**config.mk**
```make
export PLATFORM = sky130hd
export DESIGN_NAME = seven_seg_scan
export DESIGN_NICKNAME = d
export VERILOG_FILES = /design/src/rtl/seven_seg_scan.sv
export SDC_FILE = /design/constraint.sdc
export NUM_CORES = 1
export LEC_CHECK = 0
export BUFFER_PORTS_ARGS = -buffer_cell sky130_fd_sc_hd__buf_4
export CAP_MARGIN = 15
export CORE_ASPECT_RATIO = 0.6
export CORE_UTILIZATION = 45
export DETAILED_ROUTE_END_ITERATION = 6
export PLACE_DENSITY_LB_ADDON = 0.1
export RECOVER_POWER = 50
export SETUP_SLACK_MARGIN = 0.02
export SLEW_MARGIN = 20
export SYNTH_ARGS = -nofsm -noshare
export SYNTH_HDL_FRONTEND = slang
export SYNTH_SLANG_ARGS = --single-unit
```
**constraint.sdc**
```tcl
create_clock -name clk -period 3.1 [get_ports clk]
set_clock_uncertainty 0.2 [all_clocks]
set_input_delay 0.62 -clock clk [delete_from_list [all_inputs] [get_ports clk]]
set_output_delay 0.62 -clock clk [all_outputs]
set_load 0.03 [all_outputs]
```
**src/rtl/seven_seg_scan.sv**
```systemverilog
`default_nettype none
// ============================================================================
// Module  : seven_seg_scan
// Brief   : Multiplexed N-digit seven-segment driver with frame-synchronous
//           display update and per-digit flashing. Optional decimal-point
//           path enabled by defining SEVEN_SEG_DP_EN.
// Revision: 1.0 - initial release
// ============================================================================
module seven_seg_scan #(
  parameter int NUM_DIGITS = 4,
  parameter int SCAN_DIV   = 1000,
  parameter int FLASH_DIV  = 250000
) (
  input  logic                    clk,
  input  logic                    rst_n,
  input  logic [4*NUM_DIGITS-1:0] digits_in,
  input  logic                    load,
  input  logic [NUM_DIGITS-1:0]   flash_mask,
`ifdef SEVEN_SEG_DP_EN
  input  logic [NUM_DIGITS-1:0]   dp_in,
  output logic [0:0]              dp_out,
`endif
  output logic [6:0]              seg_out,
  output logic [NUM_DIGITS-1:0]   dig_sel,
  output logic                    frame_done
);

  localparam int IDX_W   = (NUM_DIGITS > 1) ? $clog2(NUM_DIGITS) : 1;
  localparam int SCAN_W  = $clog2(SCAN_DIV);
  localparam int FLASH_W = $clog2(FLASH_DIV);

  localparam logic [IDX_W-1:0]      c_IDX_LAST   = IDX_W'(NUM_DIGITS - 1);
  localparam logic [SCAN_W-1:0]     c_SCAN_LAST  = SCAN_W'(SCAN_DIV - 1);
  localparam logic [FLASH_W-1:0]    c_FLASH_LAST = FLASH_W'(FLASH_DIV - 1);
  localparam logic [4*NUM_DIGITS-1:0] c_ALL_BLANK = {NUM_DIGITS{4'hF}};

  function automatic logic [6:0] f_decode(input logic [3:0] i_code);
    case (i_code)
      4'h0:    f_decode = 7'b0111111;
      4'h1:    f_decode = 7'b0000011;
      4'h2:    f_decode = 7'b1101101;
      4'h3:    f_decode = 7'b1100111;
      4'h4:    f_decode = 7'b1010011;
      4'h5:    f_decode = 7'b1110110;
      4'h6:    f_decode = 7'b1111110;
      4'h7:    f_decode = 7'b0100011;
      4'h8:    f_decode = 7'b1111111;
      4'h9:    f_decode = 7'b1110111;
      4'hF:    f_decode = 7'b0000000;
      default: f_decode = 7'b1000000;
    endcase
  endfunction

  logic [SCAN_W-1:0]       r_scan_cnt;
  logic [IDX_W-1:0]        r_dig_idx;
  logic [FLASH_W-1:0]      r_flash_cnt;
  logic                    r_flash_phase;
  logic [4*NUM_DIGITS-1:0] r_pend_dig;
  logic [NUM_DIGITS-1:0]   r_pend_mask;
  logic                    r_pend_valid;
  logic [4*NUM_DIGITS-1:0] r_disp_dig;
  logic [NUM_DIGITS-1:0]   r_disp_mask;
  logic [6:0]              r_seg;
  logic [NUM_DIGITS-1:0]   r_dig_sel;
  logic                    r_frame_done;

  logic       w_slot_end;
  logic       w_boundary;
  logic [3:0] w_cur_code;
  logic       w_cur_mask;
  logic       w_blank;

  assign w_slot_end = (r_scan_cnt == c_SCAN_LAST);
  assign w_boundary = w_slot_end && (r_dig_idx == c_IDX_LAST);

  always_ff @(posedge clk or negedge rst_n) begin
    if (!rst_n) begin
      r_scan_cnt <= '0;
      r_dig_idx  <= '0;
    end else if (w_slot_end) begin
      r_scan_cnt <= '0;
      r_dig_idx  <= (r_dig_idx == c_IDX_LAST) ? '0 : r_dig_idx + IDX_W'(1);
    end else begin
      r_scan_cnt <= r_scan_cnt + SCAN_W'(1);
    end
  end

  // Free-running flash timebase, deliberately unrelated to the scan position.
  always_ff @(posedge clk or negedge rst_n) begin
    if (!rst_n) begin
      r_flash_cnt   <= '0;
      r_flash_phase <= 1'b0;
    end else if (r_flash_cnt == c_FLASH_LAST) begin
      r_flash_cnt   <= '0;
      r_flash_phase <= ~r_flash_phase;
    end else begin
      r_flash_cnt <= r_flash_cnt + FLASH_W'(1);
    end
  end

  // Display only changes at the frame boundary, so a frame never mixes old and new digits.
  always_ff @(posedge clk or negedge rst_n) begin
    if (!rst_n) begin
      r_pend_dig   <= c_ALL_BLANK;
      r_pend_mask  <= '0;
      r_pend_valid <= 1'b0;
      r_disp_dig   <= c_ALL_BLANK;
      r_disp_mask  <= '0;
    end else begin
      if (w_boundary && r_pend_valid) begin
        r_disp_dig   <= r_pend_dig;
        r_disp_mask  <= r_pend_mask;
        r_pend_valid <= 1'b0;
      end
      if (load) begin
        r_pend_dig   <= digits_in;
        r_pend_mask  <= flash_mask;
        r_pend_valid <= 1'b1;
      end
    end
  end

  always_comb begin
    w_cur_code = 4'hF;
    w_cur_mask = 1'b0;
    for (int k = 0; k < NUM_DIGITS; k++) begin
      if (r_dig_idx == IDX_W'(k)) begin
        w_cur_code = r_disp_dig[4*k +: 4];
        w_cur_mask = r_disp_mask[k];
      end
    end
  end

  assign w_blank = r_flash_phase & w_cur_mask;

  always_ff @(posedge clk or negedge rst_n) begin
    if (!rst_n) begin
      r_seg        <= '0;
      r_dig_sel    <= '0;
      r_frame_done <= 1'b0;
    end else begin
      r_seg        <= w_blank ? 7'b0000000 : f_decode(w_cur_code);
      r_dig_sel    <= NUM_DIGITS'(1) << r_dig_idx;
      r_frame_done <= w_boundary;
    end
  end

  assign seg_out    = r_seg;
  assign dig_sel    = r_dig_sel;
  assign frame_done = r_frame_done;

`ifdef SEVEN_SEG_DP_EN
  logic [NUM_DIGITS-1:0] r_pend_dp;
  logic [NUM_DIGITS-1:0] r_disp_dp;
  logic                  r_dp;
  logic                  w_cur_dp;

  always_ff @(posedge clk or negedge rst_n) begin
    if (!rst_n) begin
      r_pend_dp <= '0;
      r_disp_dp <= '0;
    end else begin
      if (w_boundary && r_pend_valid) begin
        r_disp_dp <= r_pend_dp;
      end
      if (load) begin
        r_pend_dp <= dp_in;
      end
    end
  end

  always_comb begin
    w_cur_dp = 1'b0;
    for (int k = 0; k < NUM_DIGITS; k++) begin
      if (r_dig_idx == IDX_W'(k)) begin
        w_cur_dp = r_disp_dp[k];
      end
    end
  end

  always_ff @(posedge clk or negedge rst_n) begin
    if (!rst_n) begin
      r_dp <= 1'b0;
    end else begin
      r_dp <= w_cur_dp & ~w_blank;
    end
  end

  assign dp_out = r_dp;
`endif

endmodule
`default_nettype wire

```
==> results.md <==
Run status:
- The flow ran to the end, but the final reports show violations.
- The checks that failed: capacitance limit, slew limit.

Global route:
- The pin count of the biggest net entering global routing is 49.
- For this run, the total global-route usage over all layers was measured as 0.167.
- The number of antenna violations at the first check in global routing came to 0.
- The via count of the first global-routing pass is 2136.
- The first global-routing pass estimated 11.0 mm of wire.
- Global routing finished with a remaining overflow of 0.

Cells and area:
- 0 antenna diodes ended up in the layout.
- The library cell used most frequently in the layout, excluding fill and tap cells, is dfrtp_1.
- For this run, the post-layout net count is 369.
- Summing all non-filler instances in the final layout gives an area of 4450 µm².
- The share of final-layout standard cells stronger than drive strength 1 is 0.385.
- The area growth from synthesis to layout is 17.4%.
- The count of filler cells inserted in the layout is 713.
- Excluding fillers, the count of instances in the completed layout stands at 448.
- In the layout the commonest cells are dfrtp_1 (52), buf_4 (36), dfstp_2 (32).

Synth:
- Of the synthesized area, sequential elements account for 0.565.
- The post-synth net total is 327.
- The distinct cell type count after synthesis is 47.
- In this run, synthesis inferred 0 flip-flops with an integrated enable.
- The synthesized netlist occupies a cell area of 3790 µm².
- The average cell area after synthesis is 12.9 µm².
- During synthesis, Yosys emitted a total of 0 warnings.
- The top flip-flop cell by instance count after synthesis is dfrtp_1.
- Synthesis handed over a netlist of 293 instances.
- The number of synthesized register bits is 84.
- After synthesis, the share of flip-flops with an asynchronous set or reset is 1.00.

Floorplanning:
- The die covers 8810 µm².
- The floorplan step defined a core boundary enclosing 8010 µm².
- After floorplanning, the core was divided into 25 placement rows.
- The height of the chip is 73.1 µm.
- 35 I/O pins were placed.
- The initial utilization of the core area, before any placement, comes to 0.474.
- The die is 121 µm wide.

Critical path:
- The worst-path maximum fanout is 12.
- The worst setup path is captured at a flop.
- Counting cells, the worst reg-to-reg path comes to 8.
- Data arrives at the worst endpoint at 2.86 ns.
- Data on the critical path is required at its endpoint by 3.16 ns.
- In this run the register-to-register setup slack is 0.29 ns.
- The critical path class is flop to flop.
- The origin of the critical flop-to-flop path is r_dig_idx[1].
- The endpoint identified for the worst register-to-register timing path is seg_out[4].
- STA classifies the critical path startpoint as a flop.

Timing:
- Setup repair after global routing left no endpoint under its margin.
- For the pin with the worst max-slew slack, the measured transition is 1.92 ns.
- The smallest clock period supported by the final layout is computed as 2.81 ns.
- The worst-case headroom to the max-slew limit is -0.279.
- Dividing the final minimum period by the clock period gives 0.905.
- For this run, the top clock speed supported by timing is 356 MHz.
- The setup TNS is 0 ns.
- The number of slew-limit violations in the final report is 37.
- The worst path setup slack after routing is 0.293 ns.
- The number of hold violations in the final report is 0.
- Setup violations remaining at the end of the flow were counted as 0.

Placement:
- Once placement completed, the tool counted placed cells totaling 432.
- The count of port buffers added during placement is 34.
- At the end of routability-driven placement, the weighted congestion stood at 0.800.
- Detailed placement finished with a half-perimeter wire length of 4.59 mm.
- After detailed placement, the total cell area comes to 4170 µm².
- At the placement stage, the worst setup path has a slack of 0.328 ns.

Clock network:
- The clock reaches the later pin of the worst-skew pair after 0.34 ns.
- The number of buffers added by the clock tree synthesis step is 9.
- The quantity of hold-fixing buffers added after cts is 0.
- Counting along the longest clock path gives a buffer depth of 2.
- The H-tree depth is 3.
- The post-cts sizing count is 0.
- After clock tree synthesis, the clock-pin slew on the worst setup and hold paths is 0.06 ns.
- In this run the post-CTS setup repair buffer count came out at 0.
- Counting every sink on the clock net gives 84.
- The CTS tree is done.
- The root buffer selected by CTS is clkbuf_16.

Route:
- In this run the remaining antenna-violating nets after routing total 0.
- The per-cell via count in the routed design is 4.89.
- The average wire per standard cell is 14.4 µm.
- The routed layout has 2192 vias.
- After detailed routing, the number of remaining DRC violations is 0.
- For this run, the detailed router's first-pass iteration total came to 5.
- The number of violations reported at the end of detailed-routing iteration 0 is 163.
- The aggregate routed wire length is 6.44 mm.

Power and ir drop:
- The power density over the cells is 507 nW/µm².
- The peak supply drop is 0.347 mV.
- The total power after layout is 2260 µW.
- For this design the static power due to leakage is 0.00195 µW.

Hold path:
- The startpoint identified for the worst hold timing path is r_pend_valid.
- The worst-case hold path end point is r_pend_valid.
- In this run the worst hold path is classified as flop to flop.
- The number of cells on the worst hold path is 1.

Run:
- The count of max-cap constraint violations is 1.
logic make-up after synthesis:
family	Yosys count	share of synthesized area
adder cells (fa/ha/maj)	11	0.0363
XOR/XNOR	23	0.0531
flip-flops	84	0.565
AND/OR/NAND/NOR	86	0.122
multiplexers	42	0.144
AO/OA/AOI/OAI	29	0.0524
buffers and inverters	18	0.0277
stage by stage:
| step | hold slack [ns] | utilization |
|---|---|---|
| finish | 0.279 | 0.556 |
| global route | 0.302 | 0.556 |
| CTS | 0.0462 | 0.557 |
| detailed placement | 0.269 | 0.520 |
| global placement | 0.264 | 0.520 |
| floorplan | 0.124 | - |
sequential cells by signal, summed over array words and instances (netlist names), 4 cells and up:
name	cells
dig_sel	4
r_scan_cnt	10
r_disp_mask	4
r_pend_mask	4
seg_out	7
r_pend_dig	16
r_disp_dig	16
r_flash_cnt	18
critical path, stage by stage (launching register included):
cell	delay [ns]
dfrtp_1	0.37
ha_1	0.40
inv_1	0.16
and3_1	0.22
a221oi_2	0.46
inv_1	0.14
ha_1	0.24
or3_1	0.37
a31oi_1	0.16
layer usage:
metal  vias to the layer above  track usage  wire length (µm)
li1                       1100            -                 -
met1                      1046        0.252              3630
met2                        39        0.215              2430
met3                         7       0.0539               277
met4                         0       0.0700               103
met5                         -            0                 0
power by group:
group	total [µW]	leakage [µW]	switching, µW	internal (µW)
Sequential	1150	0.000980	13.6	1140
Combinational	78.2	0.000821	35.1	43.1
Clock	1030	0.000145	393	634
Total	2260	0.00195	442	1820
area by class of cell:
type	instances	area, µm²	area share
repair buffers	39	298	0.0669
inverters	10	37.5	0.00843
multi-input cells	191	1550	0.347
clock buffers	15	289	0.0649
well taps	108	135	0.0303
flip-flops and latches	84	2140	0.481
clock inverters	1	5.00	0.00112
cells in the mapped netlist (4+ instances only):
library cell  number  area (µm²)
o21ai_0            9        45.0
ha_1              11         138
xnor2_1            7        61.3
dfstp_2           32         841
mux2_2            21         236
nor2_1            25        93.8
nand2_1           17        63.8
nand3_1           15        75.1
xor2_1            16         140
mux2_4            20         300
nor2b_1            4        25.0
a21oi_1            5        25.0
dfrtp_1           52        1300
inv_1              9        33.8
worst max path at each step:
| stage | end | from | slack, ns | cells after the start |
|---|---|---|---|---|
| after floorplan | seg_out[4] | r_dig_idx[0] | 0.66 | 9 |
| after global routing | seg_out[4] | r_dig_idx[0] | 0.10 | 9 |
| after detailed placement | seg_out[4] | r_dig_idx[0] | 0.33 | 8 |
| final | seg_out[4] | r_dig_idx[1] | 0.29 | 8 |
| after global placement | seg_out[4] | r_dig_idx[0] | 0.39 | 8 |
| after CTS | seg_out[4] | r_dig_idx[0] | 0.31 | 8 |
Power figures use the tool's default switching activity.
